==> src/rtl/mux_dff_chain.sv <==
// DEPTH-stage WIDTH-bit shift/load chain: every stage is a mux in front of a DFF.
// Supports parallel load, bidirectional shift/rotate, and a saturating fill counter.
module mux_dff_stage #(
    parameter int WIDTH = 4
) (
    input  logic             clk,
    input  logic             rst_n,
    input  logic             clr,
    input  logic             L,
    input  logic             E,
    input  logic [WIDTH-1:0] r,
    input  logic [WIDTH-1:0] shift_in,
    output logic [WIDTH-1:0] q
);
    always_ff @(posedge clk or negedge rst_n) begin
        if (!rst_n)   q <= '0;
        else if (clr) q <= '0;
        else if (L)   q <= r;
        else if (E)   q <= shift_in;
    end
endmodule

module mux_dff_chain #(
    parameter  int WIDTH = 4,
    parameter  int DEPTH = 4,
    localparam int FW    = $clog2(DEPTH + 1)
) (
    input  logic                   clk,
    input  logic                   rst_n,
    input  logic                   clr,
    input  logic                   L,
    input  logic                   E,
    input  logic                   dir,
    input  logic                   rot,
    input  logic [WIDTH-1:0]       w,
    input  logic [DEPTH*WIDTH-1:0] R,
    output logic [DEPTH*WIDTH-1:0] Q,
    output logic [WIDTH-1:0]       so_q,
    output logic [FW-1:0]          fill,
    output logic                   full
);
    localparam logic [FW-1:0] FULL_CNT = FW'(DEPTH);

    logic [DEPTH-1:0][WIDTH-1:0] st, r_st, from_lo, from_hi, shift_in;
    logic [WIDTH-1:0]            ins;
    logic [FW-1:0]               fill_inc;

    assign r_st = R;
    assign Q    = st;
    assign so_q = dir ? st[0] : st[DEPTH-1];
    // The stage ejected by this shift is exactly so_q, so rotate recycles it.
    assign ins  = rot ? so_q : w;

    genvar i;
    generate
        for (i = 0; i < DEPTH; i++) begin : g_stage
            if (i == 0) begin : g_lo_end
                assign from_lo[i] = ins;
            end else begin : g_lo_mid
                assign from_lo[i] = st[i-1];
            end
            if (i == DEPTH - 1) begin : g_hi_end
                assign from_hi[i] = ins;
            end else begin : g_hi_mid
                assign from_hi[i] = st[i+1];
            end
            assign shift_in[i] = dir ? from_hi[i] : from_lo[i];

            mux_dff_stage #(.WIDTH(WIDTH)) u_stage (
                .clk      (clk),
                .rst_n    (rst_n),
                .clr      (clr),
                .L        (L),
                .E        (E),
                .r        (r_st[i]),
                .shift_in (shift_in[i]),
                .q        (st[i])
            );
        end
    endgenerate

    assign fill_inc = (fill == FULL_CNT) ? FULL_CNT : fill + 1'b1;

    always_ff @(posedge clk or negedge rst_n) begin
        if (!rst_n) begin
            fill <= '0;
            full <= 1'b0;
        end else if (clr) begin
            fill <= '0;
            full <= 1'b0;
        end else if (L) begin
            fill <= FULL_CNT;
            full <= 1'b1;
        end else if (E && !rot) begin
            fill <= fill_inc;
            full <= (fill_inc == FULL_CNT);
        end
    end
endmodule
==> config.mk <==
export PLATFORM = sky130hd
export DESIGN_NAME = mux_dff_chain
export DESIGN_NICKNAME = d
export VERILOG_FILES = /design/src/rtl/mux_dff_chain.sv
export SDC_FILE = /design/constraint.sdc
export NUM_CORES = 1
export LEC_CHECK = 0
export ABC_AREA = 1
export BUFFER_PORTS_ARGS = -buffer_cell sky130_fd_sc_hd__buf_4
export CAP_MARGIN = 20
export CORE_UTILIZATION = 45
export CTS_BUF_LIST = sky130_fd_sc_hd__clkbuf_8
export CTS_CLUSTER_DIAMETER = 150
export DETAILED_ROUTE_END_ITERATION = 10
export PLACE_DENSITY = 0.75
export REMOVE_ABC_BUFFERS = 1
export SYNTH_ARGS = -nofsm -noshare
export SYNTH_HDL_FRONTEND = slang
export SYNTH_SLANG_ARGS = --single-unit
==> constraint.sdc <==
create_clock -name clk -period 2 [get_ports clk]
set_clock_uncertainty 0.05 [all_clocks]
set_input_delay 0.4 -clock clk [delete_from_list [all_inputs] [get_ports clk]]
set_output_delay 0.4 -clock clk [all_outputs]
set_load 0.005 [all_outputs]
# == After elaboration in Yosys (flattened, before gate mapping) ==
# Index checks and enable logic that the tools add are counted.
# op_classes
eq_ne,2
n_mux,25
add_sub_neg,1
n_reduce_logical,4
# op_table
cell,count
$mux 4,18
$mux 3,4
$eq 3x3->1 const B,2
$reduce_bool 3->1,2
$add 3x1->3 const B,1
$mux 1,3
$logic_and 1x1->1,1
$logic_not 1->1,1
# word_totals
output_inout_bits,24
register_bits,20

# == Depth between registers and ports, before layout ==
# Gate-level depths: netlist of the first run.
# depth
ltp_word,6
mapped_depth,8
mapped_depth_nobuf,8

# == Hierarchy ==
# Synthesis of the first run repeated with hierarchy kept, for this count alone.
# unflattened
cells_unflattened,232
hier_area_um2,1541.5
# modules_own_cells
module,instances,area_each_um2,cells_each,seq_area_each_um2
mux_dff_stage,4,234.0,32,100.1
mux_dff_chain,1,605.6,104,100.1

# == Least setup slack after synthesis of the first run ==
# Ideal clock, no wire load.
# synth_path
path_kind,in2reg
startpoint,in rot
endpoint,reg g_stage[0].u_stage.q[1]
t_arrival_ns,1.040
t_required_ns,1.834
setup_ns,0.116
cell_stages,6
setup_slack_ns,0.794
cell_sequence,buf_2 > or2_2 > nand3_1 > nand2_1 > nand2_1 > nand2_1
# synth_between
elab_chain_len,5
# synth_lines
item,line,source
start: declaration,34,"input logic rot,"
$mux 4,52,assign ins = rot ? so_q : w;
$mux 4,67,assign shift_in[i] = dir ? from_hi[i] : from_lo[i];
$mux 4,19,else if (E) q <= shift_in;
$mux 4,18,else if (L) q <= r;
$mux 4,17,else if (clr) q <= '0;
end signal: assignment,18,
end signal: assignment,19,
end: declaration,13,output logic [WIDTH-1:0] q
# No other way between the ends. The select of a mux whose other input is x is not followed.
# A chain may end at the register's enable or synchronous reset.

# == Worst setup path in the final report of the first run ==
# layout_path
startpoint,in dir
endpoint,out so_q[1]
# layout_between
elab_chain_len,1
# layout_lines
item,line,source
start: declaration,33,"input logic dir,"
$mux 4,50,assign so_q = dir ? st[0] : st[DEPTH-1];
end: declaration,38,"output logic [WIDTH-1:0] so_q,"
# No other way between the ends.

==> metrics, run 1 <==
worst vdd rail ir drop=0.0003750 V; CP Capture Type=output port; post-CTS clock slew at the launch and capture registers of the worst setup and hold paths=approximately 0.070 ns; die boundary width=55.75 um; Leakage=0.9299 nW; cell area after placement=between 1500 and 2000 um^2; cells after synthesis=192; Sinks on Clock Net=20; synth top area cells=sky130_fd_sc_hd__dfrtp_1 (38%), sky130_fd_sc_hd__nand2_1 (22%), sky130_fd_sc_hd__nand3_1 (8.9%); min Tclk post-route=between 1.5 and 2 ns; final standard cell count with taps included and fillers excluded=between 200 and 300; top cell type by total area after synthesis=sky130_fd_sc_hd__dfrtp_1; Internal=about 0.00074 W; final antenna-violating net count=0; TritonCTS clock tree=built; final layout net count=270; maximum net fanout on the critical path=20; cell area after synthesis=~1300 um^2; clock root buffer=sky130_fd_sc_hd__clkbuf_8; number of search-and-repair iterations in the first detailed-routing pass=4; path type of the worst min-delay path=in2reg; Synth top area share=0.3850; Critical Path Source Type=primary input; Iter 0 DRT Violations=45; RD Place Congestion=between 0.7 and 0.8; share of layout cells above drive strength 1=0.2917; pin count of the biggest net entering global routing=27; Clock Power Share=0.294; GRT Overall Usage=0.2127; level count of the clock H-tree=1; run status=completed; wire length of the first global-routing pass=approximately 5300 um; total negative setup slack=0 ns; final hold violation count=0; CTS buffer count=3; wire length after detailed routing=approximately 3100 um; Slew Limit Headroom=0.7285; reported net switching power=slightly below 0.0003 W; quantity of I/O buffers inserted on ports=50; max cap viols=0; mean instance size in the synthesized netlist=slightly below 7 um^2; count of unresolved DRC violations after routing=0; length in cells of the worst reg-to-reg path=8; achievable clock frequency=0.6386 GHz; signed area change from the synthesized netlist to the final layout=33.78%; average wire per standard cell=around 11 um; Switching Share=0.2822; number of core rows=19; area of the core=2758 um^2; sequential fraction of design power=0.452; count of warnings emitted by yosys=0; share of the cycle needed by the critical path after routing=0.7829; post-detailed-placement half-perimeter wirelength=between 2000 and 2500 um; antenna violations before repair=0; initial cell density of the core=0.4714; Layout Utilization=0.6307; detailed-route vias per instance=5.077; number of cells in the design after placement=around 270; RSZ-0062 raised after global routing=no; number of global-route vias before repair=1,227; library cells used by synthesis=21; Comb pwr share=0.254; class of the most critical setup path=in2out; synthesized flop and latch total=20; Power per Cell Area=595.5 nW/um^2; post-synthesis sequential area ratio=0.3850; Finished Cell Area=1739 um^2; data arrival time of the worst path=roughly 1.1 ns; area of the die=3108 um^2; IO Count=slightly above 50; Tightest Pin Transition=0.4067 ns; number of cells traversed by the worst hold path=3; total number of vias=roughly 1,400; later-pin clock latency in the skew report=~0.25 ns; WP data required=~1.6 ns; maximum buffer depth of the clock tree=2; Die Span Y=between 50 and 60 um; GRT Residual Overflow=0; diodes inserted=0; final count of pins violating max slew=0; final number of setup-violating endpoints=0
==> power groups by stage <==
stage / clock [W] / sequential (W) / combinational (W)
after floorplan: 0 / 0.000472 / 0.000116
after global placement: 0 / 0.000476 / 0.000261
after detailed placement: 0 / 0.000475 / 0.000264
after CTS: 0.000308 / 0.000468 / 0.000266
after global routing: 0.000331 / 0.000472 / 0.000297
final: 0.000304 / 0.000469 / 0.000263
==> sequential cells by signal, indices dropped and copies added, names as in the netlist <==
register	count
fill	3
full	1
g_stage.u_stage.q	16
==> synth_stat cells, drive strengths merged <==
library cell	n
a21oi	8
buf	8
clkbuf	2
dfrtp	20
ha	2
inv	7
nand2	79
nand3	23
nor2	18
nor3	1
o21ai	16
o21bai	1
o22ai	2
or2	4
xnor2	1
==> layout make-up <==
class                      instances  area [um^2]
inverter                           7        26.28
tap                               31        38.79
clock buffer                       4        55.05
sequential                        20        500.5
multi-input combinational        155        710.7
timing repair buffer              54        407.9
fill                             284         1018
==> cell usage in the layout (no fill, tap or decap), drive strengths merged <==
cell and instances:
dlygate4sd3 1, a21oi 8, dfrtp 20, nor2 18, or2 4, o21ai 16
o22ai 2, nand2 79, nor3 1, ha 2, clkbuf 4, nand3 23
o21bai 1, xnor2 1, inv 7, buf 53
==> logic make-up (layout without fill, tap and decap cells) <==
group / count (synthesis) / in the layout / share of synthesized area
AND/OR/NAND/NOR: 125 / 125 / 0.4042
XOR/XNOR: 1 / 1 / 0.006738
adder cells (fa/ha/maj): 2 / 2 / 0.01925
AO/OA/AOI/OAI: 27 / 27 / 0.1165
flip-flops: 20 / 20 / 0.3850
buffers and inverters: 17 / 65 / 0.06833
==> metal layers <==
metal	vias up	track usage	wire (um)
met2	44	0.3356	1455
met5	-	0	0
met3	2	0.03256	139
met4	0	0.06429	20
met1	612	0.3015	1478
li1	718	-	-
==> what timing repair did <==
item | in CTS | in global routing
endpoints found under the hold margin | 20 | 0
setup buffers | 0 | 0
hold buffers | 1 | 0
resized for setup | 0 | 0
==> through the flow <==
stage	setup slack, ns	power [W]	hold slack [ns]
global route	0.3610	0.001100	0.3753
CTS	0.4456	0.001042	0.3714
finish	0.4342	0.001036	0.3730
floorplan	0.8121	0.0005885	0.05441
detailed placement	0.4472	0.0007391	0.2430
global placement	0.4570	0.0007369	0.2440
==> final timing paths <==
path / slack, ns / end / start
max in group asynchronous: 1.18 / g_stage[3].u_stage.q[3] / rst_n
min in group asynchronous: 0.51 / g_stage[0].u_stage.q[2] / rst_n
hold / removal: 0.37 / g_stage[1].u_stage.q[3] / R[7]
setup reg to reg: 0.79 / full / fill[0]
setup / recovery: 0.43 / so_q[1] / dir
hold reg to reg: 0.44 / full / full
==> critical path: stages <==
cell	delay (ns)
sky130_fd_sc_hd__buf_4	0.15
sky130_fd_sc_hd__inv_2	0.26
sky130_fd_sc_hd__nand2_1	0.11
sky130_fd_sc_hd__nand2_1	0.08
sky130_fd_sc_hd__buf_4	0.10
No activity file was read; power rests on OpenSTA's default activity.
==> run 2, diff against run 1 <==
Settings changed: ABC_AREA 1 to 0, PLACE_DENSITY 0.75 to 0.77.
Clock period 2 ns to 1.3 ns, I/O delays scaled along.
==> run 2 against run 1 <==
  * Highest routed layer unchanged
  * Utilization rose by 11 points
  * Combinational power rose by 110%
  * Sequential power rose by 51%
  * Register-to-register slack got worse by 0.90 ns
  * First-iteration DRC count fell by 24%
  * Clock power rose by 32%
  * Worst setup slack got worse by 0.54 ns
  * The flow now finishes with violations (design-rule violations, negative setup slack)
  * Sequential cell count did not move
  * Total power rose by 60%
  * Die area rose by 3.4%
  * Largest cell class unchanged
  * Non-clock buffer count rose by 23
  * Design area rose by 19%
==> metrics, run 2 <==
run status=complete, but fails checks (was completed); violations in the final reports=design-rule violations, negative setup slack; RSZ-0062 raised after global routing=yes (was no); pin count of the biggest net entering global routing=21 (was 27); gate family responsible for the most delay along the worst path=flip-flops (was buffers and inverters); post-synthesis sequential area ratio=0.3717 (was 0.3850); count of flip-flops with a built-in enable after synthesis=0 (unchanged); mean instance size in the synthesized netlist=9.616 um^2 (was 6.771 um^2); clock root buffer=sky130_fd_sc_hd__clkbuf_8 (unchanged); average wire per standard cell=16.72 um (was 11.41 um); achievable clock frequency=0.7115 GHz; detailed-route vias per instance=5.734 (was 5.077); antenna violations before repair=0 (unchanged); share of layout cells above drive strength 1=0.4810 (was 0.2917); commonest cells after routing, fill and taps aside=sky130_fd_sc_hd__buf_4 (65), sky130_fd_sc_hd__dfrtp_1 (20), sky130_fd_sc_hd__mux2i_1 (16) (was sky130_fd_sc_hd__nand2_1 (77), sky130_fd_sc_hd__buf_4 (53), sky130_fd_sc_hd__nand3_1 (23)); leading cell type in the layout, fill and taps excluded=sky130_fd_sc_hd__buf_4 (was sky130_fd_sc_hd__nand2_1); cells after synthesis=140 (was 192); timing endpoint of the critical path=full (was so_q[1]); worst vdd rail ir drop=0.0005100 V (was 0.0003750 V); die boundary width=56.70 um (was 55.75 um); later-pin clock latency in the skew report=0.25 ns (about the same); synthesized flop and latch total=20 (unchanged); Sinks on Clock Net=20 (unchanged); Levels on crit path=4 (was 5); worst r2r src=fill[0] (unchanged); hold_sp=R[8] (was R[7]); number of global-route vias before repair=1,357 (was 1,227); worst reg2reg endpoint=full (unchanged); area of the core=2805 um^2 (was 2758 um^2); post-detailed-placement half-perimeter wirelength=2600 um (was 2273 um); final standard cell count with taps included and fillers excluded=241 (was 271); Async SR Flop Fraction=1.000 (unchanged); path type of the worst min-delay path=in2reg (unchanged); final hold violation count=0 (unchanged); Iter 0 DRT Violations=34 (was 45); CTS buffer count=3 (unchanged); post-CTS clock slew at the launch and capture registers of the worst setup and hold paths=0.07 ns (about the same); maximum buffer depth of the clock tree=2 (unchanged); Critical Path Source Type=register (was primary input); maximum net fanout on the critical path=2 (was 20); max FFs per register=16 (unchanged); GRT Overall Usage=0.2429 (was 0.2127); max cap viols=0 (unchanged); diodes inserted=0 (unchanged); Slew Limit Headroom=0.4918 (was 0.7285); most flop-heavy register=g_stage.u_stage.q (unchanged); number of cells in the design after placement=226 (was 266); cell-by-cell trace of the critical path=inv_2 > ha_4 > or3_4 > o32ai_2 (was buf_4 > inv_2 > nand2_1 > nand2_1 > buf_4); total number of vias=1,382 (was 1,376); synth cell count leaders=sky130_fd_sc_hd__dfrtp_1 (20), sky130_fd_sc_hd__mux2i_1 (16), sky130_fd_sc_hd__o21ai_0 (13), sky130_fd_sc_hd__nand2_1 (12), sky130_fd_sc_hd__nor2b_1 (9) (was sky130_fd_sc_hd__nand2_1 (77), sky130_fd_sc_hd__nand3_1 (23), sky130_fd_sc_hd__dfrtp_1 (20), sky130_fd_sc_hd__nor2_1 (18)); most instantiated library cell after synthesis=sky130_fd_sc_hd__dfrtp_1 (was sky130_fd_sc_hd__nand2_1); RD Place Congestion=0.8530 (was 0.7884); GRT Residual Overflow=0 (unchanged); number of search-and-repair iterations in the first detailed-routing pass=8 (was 4); Post-synth top flop=sky130_fd_sc_hd__dfrtp_1 (unchanged); CP Capture Type=register (was output port); Power per Cell Area=798.3 nW/um^2 (was 595.5 nW/um^2); area of the die=3214 um^2 (was 3108 um^2); buffering stage count on the worst path with inverters included=1 (was 3); length in cells of the worst reg-to-reg path=4 (was 8); quantity of I/O buffers inserted on ports=50 (unchanged); cell area after synthesis=1346 um^2 (was 1300 um^2); Max Used Layer=met4 (unchanged); total power=0.001655 W (was 0.001036 W); share of the cycle needed by the critical path after routing=1.081; final count of pins violating max slew=0 (unchanged); Met3 Routed Length=179 um (was 139 um); wire length after detailed routing=4030 um (was 3093 um); delay contributed by the slowest stage of the critical path=0.39 ns (was 0.26 ns); wire length the detailed router placed on met1=1775 um (was 1478 um); Tightest Pin Transition=0.7608 ns (was 0.4067 ns); data arrival time of the worst path=1.52 ns (was 1.12 ns); final layout net count=241 (was 270); total length of routed met2 wires=2026 um (was 1455 um); Synth top area share=0.3717 (was 0.3850); Die Span Y=56.70 um (was 55.75 um); TritonCTS clock tree=built (unchanged); Leakage=0.9995 nW (was 0.9299 nW); IO Count=51 (unchanged); worst setup margin=-0.1055 ns (was 0.4342 ns); initial cell density of the core=0.4799 (was 0.4714); signed area change from the synthesized netlist to the final layout=54.00% (was 33.78%); min Tclk post-route=1.406 ns; library cells used by synthesis=33 (was 21); top cell type by total area after synthesis=sky130_fd_sc_hd__dfrtp_1 (unchanged); class of the most critical setup path=reg2reg (was in2out); Layout Utilization=0.7391 (was 0.6307); number of core rows=19 (unchanged); count of warnings emitted by yosys=0 (unchanged); WP data required=1.41 ns (was 1.55 ns); level count of the clock H-tree=1 (unchanged); count of unresolved DRC violations after routing=5 (was 0); total negative setup slack=-0.3848 ns (was 0 ns); synth top area cells=sky130_fd_sc_hd__dfrtp_1 (37%), sky130_fd_sc_hd__mux2i_1 (12%), sky130_fd_sc_hd__mux2_2 (5.0%) (was sky130_fd_sc_hd__dfrtp_1 (38%), sky130_fd_sc_hd__nand2_1 (22%), sky130_fd_sc_hd__nand3_1 (8.9%)); final antenna-violating net count=0 (unchanged); Max stage delay cell, worst path=sky130_fd_sc_hd__dfrtp_1 (was sky130_fd_sc_hd__inv_2); Critical path origin=fill[0] (was dir); final number of setup-violating endpoints=6 (was 0); flop-to-flop setup slack=-0.11 ns (was 0.79 ns); Regs by FF count=g_stage.u_stage.q x16, fill x3, full x1 (unchanged); wire length of the first global-routing pass=6085 um (was 5313 um)
run 2: repair_timing:
action	4_1_cts	5_1_grt
buffers inserted	8	3
pin swaps	3	7
resized for setup	5	25
setup endpoints to repair	5	12
hold buffers	1	0
endpoints found under the hold margin	20	0
run 2: area by class of cell:
type | instances | area, um^2
inverters | 3 | 11.26
clock buffers | 3 | 41.29
well taps | 31 | 38.79
flip-flops and latches | 20 | 500.5
repair buffers | 77 | 621.8
fillers | 220 | 732.0
multi-input cells | 107 | 859.6
run 2: worst min-delay path by stage:
| stage | endpoint | cells past startpoint |
|---|---|---|
| final | g_stage[2].u_stage.q[0] | 3 |
| after global routing | g_stage[2].u_stage.q[1] | 3 |
| after CTS | g_stage[2].u_stage.q[0] | 3 |
| after detailed placement | g_stage[1].u_stage.q[3] | 1 |
| after global placement | g_stage[1].u_stage.q[2] | 1 |
| after floorplan | fill[0] | 0 |
run 2: metrics by stage:
step | hold WS [ns] | worst slack [ns] | instance area (um^2)
detailed placement | 0.1133 | -0.1693 | 1817
floorplan | -0.08559 | -0.1740 | 1290
global route | 0.1678 | -0.1552 | 2073
global placement | 0.1082 | -0.1120 | 1817
CTS | 0.1491 | -0.09937 | 1951
finish | 0.1491 | -0.1055 | 2073
run 2: per-layer routing:
metal  up-vias  global-route usage
met5         -                   0
met4         0             0.08571
met3         4             0.03226
met2        51              0.4201
met1       678              0.3078
li1        649                   -
run 2: worst register-to-register path, cell delays in order, from the launching register on:
cell                      delay (ns)
sky130_fd_sc_hd__dfrtp_1        0.39
sky130_fd_sc_hd__inv_2          0.08
sky130_fd_sc_hd__ha_4           0.20
sky130_fd_sc_hd__or3_4          0.36
sky130_fd_sc_hd__o32ai_2        0.24
run 2: power breakdown:
part           internal [W]  switching [W]  total [W]
clock              0.000206       0.000196   0.000402
combinational      0.000319       0.000225   0.000544
sequential         0.000665      0.0000441   0.000709
run 2: logic make-up after synthesis:
| kind of cell | after synthesis | synth area share |
|---|---|---|
| buffers and inverters | 13 | 0.05018 |
| adder cells (fa/ha/maj) | 2 | 0.01858 |
| multiplexers | 27 | 0.2110 |
| flip-flops | 20 | 0.3717 |
| AO/OA/AOI/OAI | 32 | 0.1729 |
| AND/OR/NAND/NOR | 46 | 0.1757 |
